===== config.mk =====
export PLATFORM = sky130hd
export DESIGN_NAME = cpu_run_ctrl_flat
export DESIGN_NICKNAME = d
export VERILOG_FILES = /design/src/rtl/cpu_run_ctrl_if.sv /design/src/rtl/cpu_run_ctrl.sv /design/src/flat_wrapper.sv
export SDC_FILE = /design/constraint.sdc
export NUM_CORES = 1
export LEC_CHECK = 0
export ABC_CLOCK_PERIOD_IN_PS = 6200
export BUFFER_PORTS_ARGS = -buffer_cell sky130_fd_sc_hd__clkbuf_2
export CAP_MARGIN = 20
export CORE_ASPECT_RATIO = 1.25
export CORE_UTILIZATION = 60
export CTS_BUF_LIST = sky130_fd_sc_hd__clkbuf_2
export DETAILED_ROUTE_END_ITERATION = 16
export GPL_TIMING_DRIVEN = 0
export PLACE_DENSITY = 0.86
export SYNTH_ARGS = -nofsm -noshare
export SYNTH_HDL_FRONTEND = slang
export SYNTH_SLANG_ARGS = --single-unit

===== constraint.sdc =====
create_clock -name clk -period 6.2 [get_ports clk]
set_input_delay 0.31 -clock clk [delete_from_list [all_inputs] [get_ports clk]]
set_output_delay 0.31 -clock clk [all_outputs]
set_load 0.02 [all_outputs]

===== src/rtl/cpu_run_ctrl_if.sv =====
// cpu_run_ctrl_if: board inputs, core halt request and core control/status outputs
interface cpu_run_ctrl_if #(parameter int CYC_W = 32);
   logic             sw_run;
   logic             btn_step;
   logic             halt_req;
   logic             cpu_rst;
   logic             cpu_ce;
   logic [CYC_W-1:0] cycle_cnt;
   logic [1:0]       led_state;
   modport master (input sw_run, btn_step, halt_req, output cpu_rst, cpu_ce, cycle_cnt, led_state);
   modport slave  (output sw_run, btn_step, halt_req, input cpu_rst, cpu_ce, cycle_cnt, led_state);
endinterface


===== src/rtl/cpu_run_ctrl.sv =====
// cpu_run_ctrl: reset stretch, run/step/halt sequencing and core clock-enable generation
module cpu_run_ctrl #(
   parameter int RST_HOLD_CYCLES = 16,
   parameter int DEBOUNCE_CYCLES = 1000000,
   parameter int CYC_W           = 32
) (
   input logic            clk,
   input logic            rst,
   cpu_run_ctrl_if.master bus
);
   localparam int HW = $clog2(RST_HOLD_CYCLES + 1);
   localparam int DW = $clog2(DEBOUNCE_CYCLES + 1);
   typedef enum logic [1:0] {POR = 2'b00, HALT = 2'b01, RUN = 2'b10, STEP = 2'b11} state_t;
   state_t           state_q, state_d;
   logic [HW-1:0]    hold_q, hold_d;
   logic [1:0]       sw_sync_q, sw_sync_d, btn_sync_q, btn_sync_d;
   logic [DW-1:0]    db_cnt_q, db_cnt_d;
   logic             btn_db_q, btn_db_d, btn_db_prev_q, btn_db_prev_d;
   logic             halt_lat_q, halt_lat_d;
   logic [CYC_W-1:0] cycle_q, cycle_d;
   logic             sw_s, btn_s, step_pulse, ce;
   assign sw_s       = sw_sync_q[1];
   assign btn_s      = btn_sync_q[1];
   assign step_pulse = btn_db_q & ~btn_db_prev_q;
   assign ce         = (state_q == RUN) || (state_q == STEP);
   // State register
   always_ff @(posedge clk) begin
      if (rst) state_q <= POR;
      else     state_q <= state_d;
   end
   // Next-state logic: RUN wins over STEP in HALT; STEP lasts exactly one cycle
   always_comb begin
      state_d = state_q;
      case (state_q)
         POR:     state_d = (hold_q == HW'(RST_HOLD_CYCLES - 1)) ? (sw_s ? RUN : HALT) : POR;
         HALT:    state_d = (sw_s && !halt_lat_q) ? RUN : (step_pulse ? STEP : HALT);
         RUN:     state_d = (bus.halt_req || !sw_s) ? HALT : RUN;
         default: state_d = HALT;
      endcase
   end
   // Moore outputs decoded straight from the state register
   always_comb begin
      bus.cpu_rst   = state_q == POR;
      bus.cpu_ce    = ce;
      bus.led_state = state_q;
      bus.cycle_cnt = cycle_q;
   end
   // Synchronizers, debounce, reset-hold count, sticky halt latch and cycle counter
   always_comb begin
      sw_sync_d     = {sw_sync_q[0], bus.sw_run};
      btn_sync_d    = {btn_sync_q[0], bus.btn_step};
      btn_db_d      = btn_db_q;
      db_cnt_d      = '0;
      if (btn_s != btn_db_q) begin
         if (db_cnt_q == DW'(DEBOUNCE_CYCLES - 1)) btn_db_d = btn_s;
         else db_cnt_d = db_cnt_q + 1'b1;
      end
      btn_db_prev_d = btn_db_q;
      hold_d        = (state_q == POR) ? hold_q + 1'b1 : '0;
      halt_lat_d    = (bus.halt_req && ce) ? 1'b1 : (!sw_s ? 1'b0 : halt_lat_q);
      cycle_d       = cycle_q + CYC_W'(ce);
   end
   // Datapath registers, all cleared by rst
   always_ff @(posedge clk) begin
      if (rst) begin
         sw_sync_q     <= '0;
         btn_sync_q    <= '0;
         btn_db_q      <= 1'b0;
         btn_db_prev_q <= 1'b0;
         db_cnt_q      <= '0;
         hold_q        <= '0;
         halt_lat_q    <= 1'b0;
         cycle_q       <= '0;
      end else begin
         sw_sync_q     <= sw_sync_d;
         btn_sync_q    <= btn_sync_d;
         btn_db_q      <= btn_db_d;
         btn_db_prev_q <= btn_db_prev_d;
         db_cnt_q      <= db_cnt_d;
         hold_q        <= hold_d;
         halt_lat_q    <= halt_lat_d;
         cycle_q       <= cycle_d;
      end
   end
endmodule

===== src/flat_wrapper.sv =====
// flat-port wrapper written by rule: the top's interface ports become plain ports
module cpu_run_ctrl_flat 
#(
   parameter int RST_HOLD_CYCLES = 16,
   parameter int DEBOUNCE_CYCLES = 1000000,
   parameter int CYC_W           = 32
)
  (clk, rst, bus_sw_run, bus_btn_step, bus_halt_req, bus_cpu_rst, bus_cpu_ce, bus_cycle_cnt, bus_led_state);
  cpu_run_ctrl_if #(.CYC_W(CYC_W)) bus_i ();
  input logic clk;
  input logic rst;
  input wire logic [$bits(bus_i.sw_run)-1:0] bus_sw_run;
  input wire logic [$bits(bus_i.btn_step)-1:0] bus_btn_step;
  input wire logic [$bits(bus_i.halt_req)-1:0] bus_halt_req;
  output wire logic [$bits(bus_i.cpu_rst)-1:0] bus_cpu_rst;
  output wire logic [$bits(bus_i.cpu_ce)-1:0] bus_cpu_ce;
  output wire logic [$bits(bus_i.cycle_cnt)-1:0] bus_cycle_cnt;
  output wire logic [$bits(bus_i.led_state)-1:0] bus_led_state;
  assign bus_i.sw_run = bus_sw_run;
  assign bus_i.btn_step = bus_btn_step;
  assign bus_i.halt_req = bus_halt_req;
  assign bus_cpu_rst = bus_i.cpu_rst;
  assign bus_cpu_ce = bus_i.cpu_ce;
  assign bus_cycle_cnt = bus_i.cycle_cnt;
  assign bus_led_state = bus_i.led_state;
  cpu_run_ctrl #(.RST_HOLD_CYCLES(RST_HOLD_CYCLES), .DEBOUNCE_CYCLES(DEBOUNCE_CYCLES), .CYC_W(CYC_W)) u_core (.clk(clk), .rst(rst), .bus(bus_i));
endmodule

Yosys cells after proc, flatten, opt, wreduce, memory -nomap -nowiden
Cells that the tools add are included.
{"block": "totals", "word_cells": 41, "mem_bits_rw": 0, "latch_bits": 0, "reg_bits": 66, "rom_bits": 0, "mem_count": 0, "in_bits": 5, "output_inout_bits": 36}
{"block": "op_classes", "mux": 8, "add_sub_neg": 3, "n_mul": 0, "n_div": 0, "n_reduce_logical": 10, "shift": 0, "order_cmp": 0, "bitwise_logic": 4, "n_eq_ne": 7}
{"op": "$add A32 B1 Y32", "n": 1}
{"op": "$add A20 B1 Y20 const B", "n": 1}
{"op": "$eq A20 B20 Y1 const B", "n": 1}
{"op": "$mux W2", "n": 5}
{"op": "$pmux W2 S3", "n": 1}
{"op": "$add A5 B1 Y5 const B", "n": 1}
{"op": "$eq A5 B4 Y1 const B", "n": 1}
{"op": "$eq A2 B2 Y1 const B", "n": 2}
{"op": "$not A1 Y1", "n": 3}
{"op": "$reduce_or A3 Y1", "n": 1}
{"op": "$eq A2 B1 Y1 const B", "n": 1}
{"op": "$logic_and A1 B1 Y1", "n": 2}
{"op": "$logic_not A1 Y1", "n": 2}
{"op": "$logic_not A2 Y1", "n": 1}
{"op": "$logic_or A1 B1 Y1", "n": 2}
{"op": "$mux W1", "n": 2}
{"op": "$ne A2 B2 Y1 const B", "n": 1}
{"op": "$reduce_and A2 Y1", "n": 1}
{"op": "$reduce_or A2 Y1", "n": 1}
{"op": "$and A1 B1 Y1", "n": 1}
{"op": "$ne A1 B1 Y1", "n": 1}

Logic depth before layout (Yosys ltp)
Gate-level depths: netlist of run 1.
{"block": "depth", "word_depth": 5, "depth_mapped": 9, "depth_no_buf": 7}

Worst setup path after synthesis of run 1
Ideal clock, no wire load.
{"block": "synth_path", "path_type": "flip-flop to flip-flop", "startpoint": "register u_core.state_q[1], in the netlist u_core.bus.led_state[1]", "endpoint": "register u_core.cycle_q[28], in the netlist u_core.bus.cycle_cnt[28]", "required_time_ns": 6.077, "path_buffers": 3, "period_less_slack_ns": 2.821, "stages_incl_launch_ff": 10, "setup_time_ns": 0.123, "slack_ns": 3.379, "t_arrival_ns": 2.697, "path_cell_list": "dfxtp_1 -> clkbuf_1 -> ha_1 -> ha_1 -> nand2_1 -> or4_1 -> clkbuf_1 -> buf_6 -> nor4_2 -> mux2_1"}
{"block": "synth_between", "elab_chain_len": 3, "elab_cells_between_ends": 4, "cone_classes": "1 x add/sub; 2 x eq/ne; 1 x reduce/logical"}
{"item": "from (decl)", "line": "cpu_run_ctrl.sv:14", "text": "state_t state_q, state_d;"}
{"item": "from (signal assigned)", "line": "cpu_run_ctrl.sv:29", "text": "else state_q <= state_d;"}
{"item": "$eq A2 B2 Y1", "line": "cpu_run_ctrl.sv:25", "text": "assign ce = (state_q == RUN) || (state_q == STEP);"}
{"item": "$logic_or A1 B1 Y1 *", "line": "cpu_run_ctrl.sv:25"}
{"item": "via bus_cpu_ce", "line": "flat_wrapper.sv:16", "text": "output wire logic [$bits(bus_i.cpu_ce)-1:0] bus_cpu_ce;"}
{"item": "$add A32 B1 Y32 *", "line": "cpu_run_ctrl.sv:61", "text": "cycle_d = cycle_q + CYC_W'(ce);"}
{"item": "to (signal assigned)", "line": "cpu_run_ctrl.sv:82", "text": "cycle_q <= cycle_d;"}
{"item": "to (decl)", "line": "cpu_run_ctrl.sv:20", "text": "logic [CYC_W-1:0] cycle_q, cycle_d;"}
The timed path passes the listed nets; every way through them passes the cells marked *.
A chain may end at the register's enable or synchronous reset.

Worst setup path in the final report of run 1
{"block": "layout_path", "startpoint": "register u_core.state_q[1], in the netlist u_core.bus.led_state[1]", "endpoint": "register u_core.cycle_q[30], in the netlist u_core.bus.cycle_cnt[30]"}
{"block": "layout_between", "elab_chain_len": 3, "elab_cells_between_ends": 4, "cone_classes": "1 x add/sub; 2 x eq/ne; 1 x reduce/logical"}
{"item": "$eq A2 B2 Y1", "line": "cpu_run_ctrl.sv:25"}
{"item": "$logic_or A1 B1 Y1 *", "line": "cpu_run_ctrl.sv:25"}
{"item": "$add A32 B1 Y32 *", "line": "cpu_run_ctrl.sv:61"}
Every way passes the cells marked *; elsewhere a longest branch is shown, timed or not.

==> summary.txt, run 1 <==
Run status
  • Outcome: complete, no violations

STA
  • RSZ-0062 raised after global routing: no
  • Min Tclk post-route: 2.81 ns
  • Final setup violation count: 0
  • Fin Hold WS: 0.0190 ns
  • Period utilisation layout: 0.453
  • Clock skew: 0.0260 ns
  • Fin. Hold Viols: 0
  • PnR worst setup slack: 3.39 ns
  • Final setup TNS: 0 ns
  • Maximum clock rate: 356 MHz
  • Rel. slew slack: 0.601
  • Least-Margin Pin Slew: 0.593 ns
  • Slew Limit Fails: 0

Setup path
  • Worst r2r dst: u_core.bus.cycle_cnt[30]
  • Reg2reg start: u_core.bus.led_state[1]
  • CP Data Arrival Time: 3.20 ns
  • Critical Path Sink: u_core.bus.cycle_cnt[30]
  • Endpoint type of the worst setup path: flip-flop
  • Critical path class: reg -> reg
  • Critical Path RT: 6.59 ns
  • CP Launch Type: flip-flop
  • Reg2reg setup slack: 3.39 ns
  • Reg2Reg Depth: 9
  • Max FO, Critical Path: 10
  • Crit path launch: u_core.bus.led_state[1]

Floorplan
  • Core Region: 4730 um^2
  • Die ar.: 5200 um^2
  • Starting Density: 0.624
  • # rows: 28
  • Die H: 80.4 um
  • Chip width: 64.7 um
  • I/O pins: 41

Clock network
  • Setup Buffers After CTS: 0
  • H-tree Lvls: 3
  • CTS tree: yes
  • Worst skew pair latency: 0.50 ns
  • CTS Hold Bufs: 0
  • Clk root buf: clkbuf_2
  • CTS sink count: 66
  • Num CTS Buffers: 9
  • Clk pin slew, worst setup/hold paths: 0.16 ns
  • Post-cts sizing count: 0
  • Worst-case clock buffer depth: 2

Yosys
  • Number of flops mapped to enable cells by yosys: 0
  • Top_reg_cell synth: dfxtp_1
  • Synthesis-stage register bit count: 66
  • Distinct cells, synth: 37
  • Ys async rst share: 0
  • Synthesized cell area: 2950 um^2
  • Mapped Cells: 340
  • Yosys warns: 0
  • Mean post-synth cell area: 8.67 um^2
  • Syn_nets: 351
  • Sequential share of the synthesized area: 0.448

Pwr
  • Sw Share: 0.244
  • Internal power: 487 uW
  • Part of the power in registers: 0.667
  • Peak supply drop: 0.000140 V
  • Leakage power: 1.18 nW
  • Clock share of power: 0.310
  • Total Power: 644 uW
  • P_sw: 157 uW
  • Logic pwr share: 0.023
  • Pwr/cell area: 195 nW/um^2

Detailed routing
  • Routed len/inst: 13.1 um
  • First-pass iteration count of the detailed router: 6
  • DRT iter0 DRCs: 193
  • Total wire length: 5950 um
  • Via density: 5.89
  • DRC: 0
  • Via count: 2688
  • Final ANT Viol Nets: 0

Finish
  • Synthesis-to-finish area growth: 12.0%
  • Multi-input gate area: 1500 um^2
  • Post-route cell area: 3300 um^2
  • FILL cells: 385
  • Finished Layout Cells: 456
  • Register Area: 1320 um^2
  • Ratio of cells with drive above 1 in the final layout: 0.154
  • Antenna diode count: 0
  • Fin util: 0.698
  • Fin nets: 402

Global routing
  • Initial antenna violation count: 0
  • Largest net degree at the start of global routing: 11
  • Grt total ovfl: 0
  • Overall Global Routing Usage: 0.246
  • Vias in the first global route: 2362
  • First-pass GRT wire length: 9960 um

Placement
  • Placed Instances: 440
  • Area of placed instances: 3220 um^2
  • GP Congestion: 0.807
  • Dpl ws: 3.41 ns
  • Post-DP HPWL: 4290 um
  • Port bufs: 40

Hold path
  • Hold Path Class: in -> reg
  • Worst Hold Launch: bus_sw_run

Run
  • Max-cap violations: 0
[cell usage after synthesis (2+ instances only)]
library cell | n | area share
inv_1 | 15 | 0.019
nand3_1 | 16 | 0.027
and4_1 | 2 | 0.0059
ha_1 | 6 | 0.025
clkbuf_1 | 12 | 0.015
nor4_1 | 7 | 0.015
nor2b_1 | 10 | 0.021
nand2_1 | 19 | 0.024
nand4_1 | 13 | 0.028
dfxtp_1 | 66 | 0.45
a21oi_1 | 24 | 0.041
o31ai_1 | 12 | 0.031
or4_1 | 15 | 0.038
xnor2_1 | 16 | 0.048
and3_1 | 7 | 0.015
nor2_1 | 39 | 0.050
or3_1 | 12 | 0.025
o21ai_0 | 8 | 0.014
xor2_1 | 8 | 0.024
nor3_1 | 7 | 0.012
buf_1 | 2 | 0.0025
nor4_2 | 2 | 0.0085
o21ai_1 | 4 | 0.0068
a211oi_1 | 2 | 0.0051
mux2_1 | 4 | 0.015
[power groups by stage]
| stage | clock, mW | sequential, mW | combinational (mW) |
|---|---|---|---|
| after CTS | 0.204 | 0.430 | 0.0151 |
| after global placement | 0 | 0.438 | 0.0145 |
| final | 0.200 | 0.430 | 0.0149 |
| after floorplan | 0 | 0.438 | 0.0101 |
| after detailed placement | 0 | 0.439 | 0.0151 |
| after global routing | 0.218 | 0.430 | 0.0176 |
[critical path: stages (launching register included)]
cell and delay, ns:
dfxtp_1 0.49, clkbuf_1 0.17, ha_1 0.18, ha_1 0.21, nand2_1 0.15, or4_1 0.54
clkbuf_1 0.19, buf_6 0.18, nor4_2 0.26, mux2_1 0.34
[metal layers]
layer	track usage	wire length [um]	up-vias
met5	0	0	-
met4	0.131	113	0
met3	0.0455	252	15
met2	0.443	3040	58
met1	0.270	2550	1282
li1	-	-	1333
[cells by family after synthesis]
family | share of synthesized area
and+or+nand+nor | 0.285
DFF | 0.448
AOI/OAI and AO/OA | 0.113
buffers and inverters | 0.0424
xor gates and xnor gates | 0.0713
adders and majority gates | 0.0255
muxes | 0.0153
[placed cells by master (no fill, tap or decap), types with 2 or more instances in the layout]
cell	Yosys	final
dfxtp_1	66	66
nor4_1	7	7
xor2_1	8	8
xnor2_1	16	16
buf_1	2	2
and3_1	7	7
inv_1	15	15
nor2_1	39	39
o21ai_1	4	4
o21ai_0	8	8
nor4_2	2	2
ha_1	6	6
or3_1	12	12
clkinv_2	0	3
a211oi_1	2	2
and4_1	2	2
o31ai_1	12	12
nor3_1	7	7
clkbuf_2	0	52
nand2_1	19	19
nor2b_1	10	10
clkbuf_1	12	12
nand3_1	16	16
mux2_1	4	4
or4_1	15	15
nand4_1	13	13
a21oi_1	24	24
[cell type report]
class	count	share of cell area
Multi-Input combinational cell	243	0.455
Sequential cell	66	0.400
Timing Repair Buffer	40	0.0606
Tap cell	60	0.0227
Buffer	16	0.0208
Clock buffer	12	0.0182
Inverter	15	0.0170
Clock inverter	4	0.00568
[flip-flops by register name, indices dropped and copies added, names as in the netlist]
signal and cells:
u_core.sw_sync_q 2, u_core.btn_sync_q 2, u_core.bus.cycle_cnt 32, u_core.btn_db_prev_d 1, u_core.halt_lat_q 1, u_core.bus.led_state 2
u_core.btn_db_prev_q 1, u_core.db_cnt_q 20, u_core.hold_q 5
[worst min-delay path by stage]
| stage | slack [ns] | depth (start not counted) | endpoint |
|---|---|---|---|
| after CTS | 0.008 | 2 | u_core.sw_sync_q[0] |
| final | 0.02 | 2 | u_core.sw_sync_q[0] |
| after floorplan | 0.41 | 1 | u_core.btn_sync_q[1] |
| after global placement | 0.42 | 1 | u_core.btn_sync_q[1] |
| after global routing | 0.01 | 2 | u_core.sw_sync_q[0] |
| after detailed placement | 0.43 | 1 | u_core.sw_sync_q[1] |
No activity file was read; power rests on OpenSTA's default activity.
==> run 2, diff against run 1 <==
- ABC_AREA: default -> 1
- ABC_CLOCK_PERIOD_IN_PS: 6200 -> 2800
- PLACE_DENSITY: 0.86 -> 0.85
- clock period: 6.2 -> 2.8 ns (I/O delays scaled with it)
==> summary.txt, run 2 <==
Pwr
  • Pwr/cell area: 428 nW/um^2
  • Leakage power: 1.35 nW
  • Total Power: 1.56 mW
  • Peak supply drop: 0.000306 V

Yosys
  • Mapped Cells: 476
  • Synthesized cell area: 3220 um^2
  • Mean post-synth cell area: 6.76 um^2
  • Sequential share of the synthesized area: 0.411
  • Top cells by count, synth: nand2_1 (120), nor2_1 (109), dfxtp_1 (66), inv_1 (53), nand3_1 (29)
  • Most common cell in the netlist: nand2_1
  • Largest cells by area after synthesis: dfxtp_1 (41%), nand2_1 (14%), nor2_1 (13%), inv_1 (6.2%), nand3_1 (4.5%)
  • Synthesis-stage register bit count: 66
  • Yosys warns: 0
  • Top_reg_cell synth: dfxtp_1
  • Ys async rst share: 0
  • Number of flops mapped to enable cells by yosys: 0
  • Synth area leader: dfxtp_1
  • Syn_nets: 487
  • Distinct cells, synth: 33
  • Synth top area share: 0.411

Detailed routing
  • DRC: 0
  • DRT iter0 DRCs: 204
  • Via count: 3119
  • First-pass iteration count of the detailed router: 4
  • Final ANT Viol Nets: 0
  • Routed len/inst: 12.0 um
  • Via density: 5.22
  • Total wire length: 7170 um

Floorplan
  • Die ar.: 5660 um^2
  • Chip width: 67.5 um
  • Core Region: 5120 um^2
  • # rows: 29
  • Starting Density: 0.629
  • Die H: 83.9 um
  • I/O pins: 41

Global routing
  • Largest net degree at the start of global routing: 13
  • Grt total ovfl: 0
  • Initial antenna violation count: 0
  • Overall Global Routing Usage: 0.277
  • First-pass GRT wire length: 12000 um
  • Vias in the first global route: 2877

Placement
  • Dpl ws: 0.929 ns
  • GP Congestion: 0.925
  • Placed Instances: 577
  • Port bufs: 39
  • Post-DP HPWL: 5280 um
  • Area of placed instances: 3490 um^2

Finish
  • Register Area: 1320 um^2
  • Post-route cell area: 3650 um^2
  • Fin util: 0.714
  • Synthesis-to-finish area growth: 13.6%
  • Commonest non-fill, non-tap cell in the layout: nand2_1
  • Finished Layout Cells: 598
  • Fin nets: 542
  • Ratio of cells with drive above 1 in the final layout: 0.138
  • Multi-input gate area: 1660 um^2
  • Largest register FFs: 32
  • Antenna diode count: 0
  • FILL cells: 426
  • Most frequent cells in the layout: nand2_1 (120), nor2_1 (109), dfxtp_1 (66), inv_1 (53), clkbuf_2 (48)

STA
  • PnR worst setup slack: 0.883 ns
  • Rel. slew slack: 0.626
  • Min Tclk post-route: 1.92 ns
  • Fin. Hold Viols: 0
  • Fin Hold WS: 0.327 ns
  • RSZ-0062 raised after global routing: no
  • Final setup violation count: 0
  • Clock skew: 0.0457 ns
  • Slew Limit Fails: 0
  • Least-Margin Pin Slew: 0.561 ns
  • Maximum clock rate: 522 MHz
  • Final setup TNS: 0 ns
  • Period utilisation layout: 0.685

Setup path
  • Critical Path RT: 3.25 ns
  • Critical path's top delay family: simple AND/OR/NAND/NOR gates
  • Critical path class: reg -> reg
  • Worst path max stage delay: 0.44 ns
  • Buf+Inv Stages, Crit Path: 1
  • CP Launch Type: flip-flop
  • Max stage delay cell, worst path: dfxtp_1
  • Cell Chain, Critical Path: clkbuf_1 -> ha_1 -> ha_1 -> nand2_1 -> nor2_4 -> nand3_1 -> nor2_2 -> nand3_1 -> nand2_1 -> nor2_1
  • Max FO, Critical Path: 6
  • CP Data Arrival Time: 2.37 ns
  • Endpoint type of the worst setup path: flip-flop

Clock network
  • Post-cts sizing count: 0
  • H-tree Lvls: 3
  • Worst-case clock buffer depth: 2
  • CTS sink count: 66
  • Worst skew pair latency: 0.56 ns
  • CTS Hold Bufs: 5
  • Setup Buffers After CTS: 0
  • Num CTS Buffers: 9
  • CTS tree: yes
  • Clk pin slew, worst setup/hold paths: 0.18 ns
  • Clk root buf: clkbuf_2

Hold path
  • Hold Path Class: in -> reg

Run
  • Max-cap violations: 0

Run status
  • Outcome: complete, no violations
[run 2: cell types whose count changed after synthesis, moves of 10 or more]
cell / delta
o31ai_1: -12
nor2b_1: -10
clkbuf_1: -10
or3_1: -12
nand3_1: +13
nor2_1: +70
or4_1: -15
nand2_1: +101
inv_1: +38
xnor2_1: -11
[run 2: worst register-to-register path, stage by stage, from the launching register on]
cell and delay (ns):
dfxtp_1 0.44, clkbuf_1 0.17, ha_1 0.22, ha_1 0.18
nand2_1 0.10, nor2_4 0.18, nand3_1 0.16, nor2_2 0.20
nand3_1 0.10, nand2_1 0.07, nor2_1 0.04
[run 2: metal layers]
metal	track usage	part of all wire	vias up
li1	-	-	1592
met1	0.304	0.42	1408
met2	0.455	0.50	93
met3	0.0505	0.036	26
met4	0.207	0.045	0
met5	0	0	-
[run 2: kinds of logic (layout without fill, tap and decap cells)]
| group | count (synthesis) | count (layout) | share of synthesized area |
|---|---|---|---|
| AO/OA/AOI/OAI | 42 | 42 | 0.0712 |
| XOR/XNOR | 18 | 18 | 0.0490 |
| adder cells (fa/ha/maj) | 6 | 6 | 0.0233 |
| buffers and inverters | 61 | 121 | 0.0739 |
| flip-flops | 66 | 66 | 0.411 |
| AND/OR/NAND/NOR | 283 | 283 | 0.372 |
[run 2: power breakdown]
| part | total, mW | switching, mW | internal, mW |
|---|---|---|---|
| Combinational | 0.0404 | 0.0249 | 0.0154 |
| Clock | 0.572 | 0.368 | 0.204 |
| Sequential | 0.952 | 0.00399 | 0.948 |
[run 2: layout make-up]
| class | count | area share |
|---|---|---|
| plain buffers | 6 | 0.00856 |
| clock inverters | 7 | 0.0188 |
| clock buffers | 9 | 0.0123 |
| flip-flops and latches | 66 | 0.362 |
| multi-input cells | 349 | 0.454 |
| repair buffers | 44 | 0.0671 |
| inverters | 55 | 0.0565 |
| well taps | 62 | 0.0212 |
[run 2: worst paths after layout]
check                           from                       end  slack [ns]  cells past startpoint
max          u_core.bus.led_state[1]  u_core.bus.cycle_cnt[26]        0.88                     10
min                     bus_btn_step      u_core.btn_sync_q[0]        0.33                      4
max reg2reg  u_core.bus.led_state[1]  u_core.bus.cycle_cnt[26]        0.88                     10
min reg2reg     u_core.btn_sync_q[0]      u_core.btn_sync_q[1]        0.41                      2
==> run 3, diff against run 2 <==
- ABC_AREA: 1 -> 0
- ABC_CLOCK_PERIOD_IN_PS: 2800 -> 1600
- CORE_UTILIZATION: 60 -> 53
- PLACE_DENSITY: 0.85 -> 0.8
- clock period: 2.8 -> 1.6 ns (I/O delays scaled with it)
==> summary.txt, run 3 (same netlist as run 1, synthesis figures left out) <==
Setup path
  • Worst path max stage delay: 0.57 ns
  • Crit path top cell by count: ha_4
  • Reg2reg setup slack: -0.63 ns
  • Cell Chain, Critical Path: ha_4 -> ha_4 -> nand2_4 -> or4_4 -> buf_8 -> buf_12 -> buf_6 -> o31ai_2 -> a21oi_1
  • Endpoint type of the worst setup path: flip-flop
  • Critical Path RT: 1.98 ns
  • CP Launch Type: flip-flop
  • Critical path class: reg -> reg
  • Max stage delay cell, worst path: or4_4
  • Buf+Inv Stages, Crit Path: 3
  • CP Data Arrival Time: 2.61 ns
  • Max FO, Critical Path: 5
  • Critical path's top delay family: simple AND/OR/NAND/NOR gates

Detailed routing
  • Via density: 5.99
  • First-pass iteration count of the detailed router: 4
  • Total wire length: 7690 um
  • Final ANT Viol Nets: 0
  • DRC: 0
  • DRT iter0 DRCs: 229
  • Routed len/inst: 15.8 um
  • Via count: 2903

Clock network
  • Clk root buf: clkbuf_2
  • Worst skew pair latency: 0.51 ns
  • Num CTS Buffers: 9
  • CTS sink count: 66
  • Worst-case clock buffer depth: 2
  • CTS tree: yes
  • Clk pin slew, worst setup/hold paths: 0.21 ns
  • H-tree Lvls: 3

STA
  • Maximum clock rate: 448 MHz
  • Least-Margin Pin Slew: 0.731 ns
  • Final setup violation count: 26
  • Clock skew: 0.0232 ns
  • RSZ-0062 raised after global routing: yes
  • PnR worst setup slack: -0.634 ns
  • Rel. slew slack: 0.513
  • Min Tclk post-route: 2.23 ns
  • Slew Limit Fails: 0
  • Period utilisation layout: 1.40
  • Fin. Hold Viols: 0
  • Final setup TNS: -8.13 ns

Finish
  • Antenna diode count: 0
  • Fin util: 0.721
  • Commonest non-fill, non-tap cell in the layout: clkbuf_2
  • Fin nets: 427
  • Synthesis-to-finish area growth: 32.2%
  • Largest register FFs: 32
  • Ratio of cells with drive above 1 in the final layout: 0.356
  • Most frequent cells in the layout: clkbuf_2 (48), dfxtp_1 (41), nor2_1 (38), buf_4 (22), a21oi_1 (21)

Pwr
  • P_sw: 694 uW
  • Part of the power in registers: 0.574
  • Clock share of power: 0.402
  • Sw Share: 0.241
  • Pwr/cell area: 739 nW/um^2
  • Internal power: 2.19 mW
  • Logic pwr share: 0.024
  • Leakage power: 1.46 nW
  • Total Power: 2.88 mW
  • Peak supply drop: 0.000671 V

Global routing
  • First-pass GRT wire length: 10900 um
  • Initial antenna violation count: 0
  • Overall Global Routing Usage: 0.246
  • Grt total ovfl: 0
  • Largest net degree at the start of global routing: 13
  • Vias in the first global route: 2526

Floorplan
  • Die H: 85.4 um
  • Die ar.: 5870 um^2
  • I/O pins: 41
  • # rows: 30
  • Starting Density: 0.546
  • Chip width: 68.7 um
  • Core Region: 5410 um^2

Placement
  • Port bufs: 40
  • GP Congestion: 0.801
  • Post-DP HPWL: 4350 um

Run status
  • Failing checks: setup timing
  • Outcome: finished, violations left

Run
  • Max-cap violations: 0

Hold path
  • Hold Path Class: in -> reg
-- run 3: cell types whose count changed in the layout (fill, tap and decap cells not counted), moves of 10 or more --
cell and change:
or3_1 +11, dfxtp_2 +18, nor2_1 -71, buf_4 +22, inv_1 -38, nor2b_1 +10
dfxtp_1 -25, nand3_1 -15, xnor2_1 +10, nand2_1 -104
-- run 3: layout make-up --
cell class,count,area (um^2)
clock buffer,9,45.0
tap,64,80.1
inverter,15,56.3
sequential,66,1370
clock inverter,7,93.8
buffer,12,75.1
multi-input combinational,243,1720
fill,404,1510
timing repair buffer,69,455
-- run 3: path summary, 6_finish.rpt --
| kind | startpoint | to | depth (start not counted) |
|---|---|---|---|
| min reg2reg | u_core.sw_sync_q[0] | u_core.sw_sync_q[1] | 1 |
| max reg2reg | u_core.bus.led_state[1] | u_core.bus.cycle_cnt[16] | 9 |
| min | rst | u_core.db_cnt_q[11] | 5 |
| max | u_core.bus.led_state[1] | u_core.bus.cycle_cnt[16] | 9 |
-- run 3: per-stage QoR --
stage | hold slack (ns) | cell area, um^2 | std cells | worst slack [ns]
finish | 0.0786 | 3900 | 485 | -0.634
CTS | 0.0989 | 3710 | 481 | -0.668
floorplan | 0.208 | 3010 | 340 | -0.648
global route | 0.0599 | 3900 | 485 | -0.673
detailed placement | 0.296 | 3290 | 444 | -0.737
global placement | 0.290 | 3290 | 444 | -0.721
-- run 3: what timing repair did --
action	CTS	global route
setup endpoints to repair	41	43
pin swaps	6	14
buffers inserted	20	6
resized for setup	34	44
hold buffers	3	0
endpoints found under the hold margin	5	0
-- run 3: power by group through the flow --
| stage | Sequential, mW | Clock [mW] | Combinational (mW) |
|---|---|---|---|
| 3_3_place_gp | 1.70 | 0 | 0.0560 |
| 4_1_cts | 1.66 | 1.15 | 0.0651 |
| 3_5_place_dp | 1.70 | 0 | 0.0583 |
| 5_1_grt | 1.66 | 1.25 | 0.0777 |
| 2_1_floorplan | 1.70 | 0 | 0.0392 |
| 6_report | 1.65 | 1.16 | 0.0700 |
-- run 3: worst reg2reg max path: cells and delay by family (launching register included) --
kind | cells | cell delay [ns]
and+or+nand+nor | 2 | 0.62
buffers and inverters | 3 | 0.41
DFF | 1 | 0.41
AOI/OAI and AO/OA | 2 | 0.36
adders and majority gates | 2 | 0.29
-- run 3: layer usage --
| layer | part of all wire | track usage | vias up |
|---|---|---|---|
| met5 | 0 | 0 | - |
| met4 | 0.028 | 0.0946 | 0 |
| met3 | 0.052 | 0.0739 | 23 |
| met2 | 0.52 | 0.437 | 107 |
| met1 | 0.40 | 0.263 | 1395 |
| li1 | - | - | 1378 |
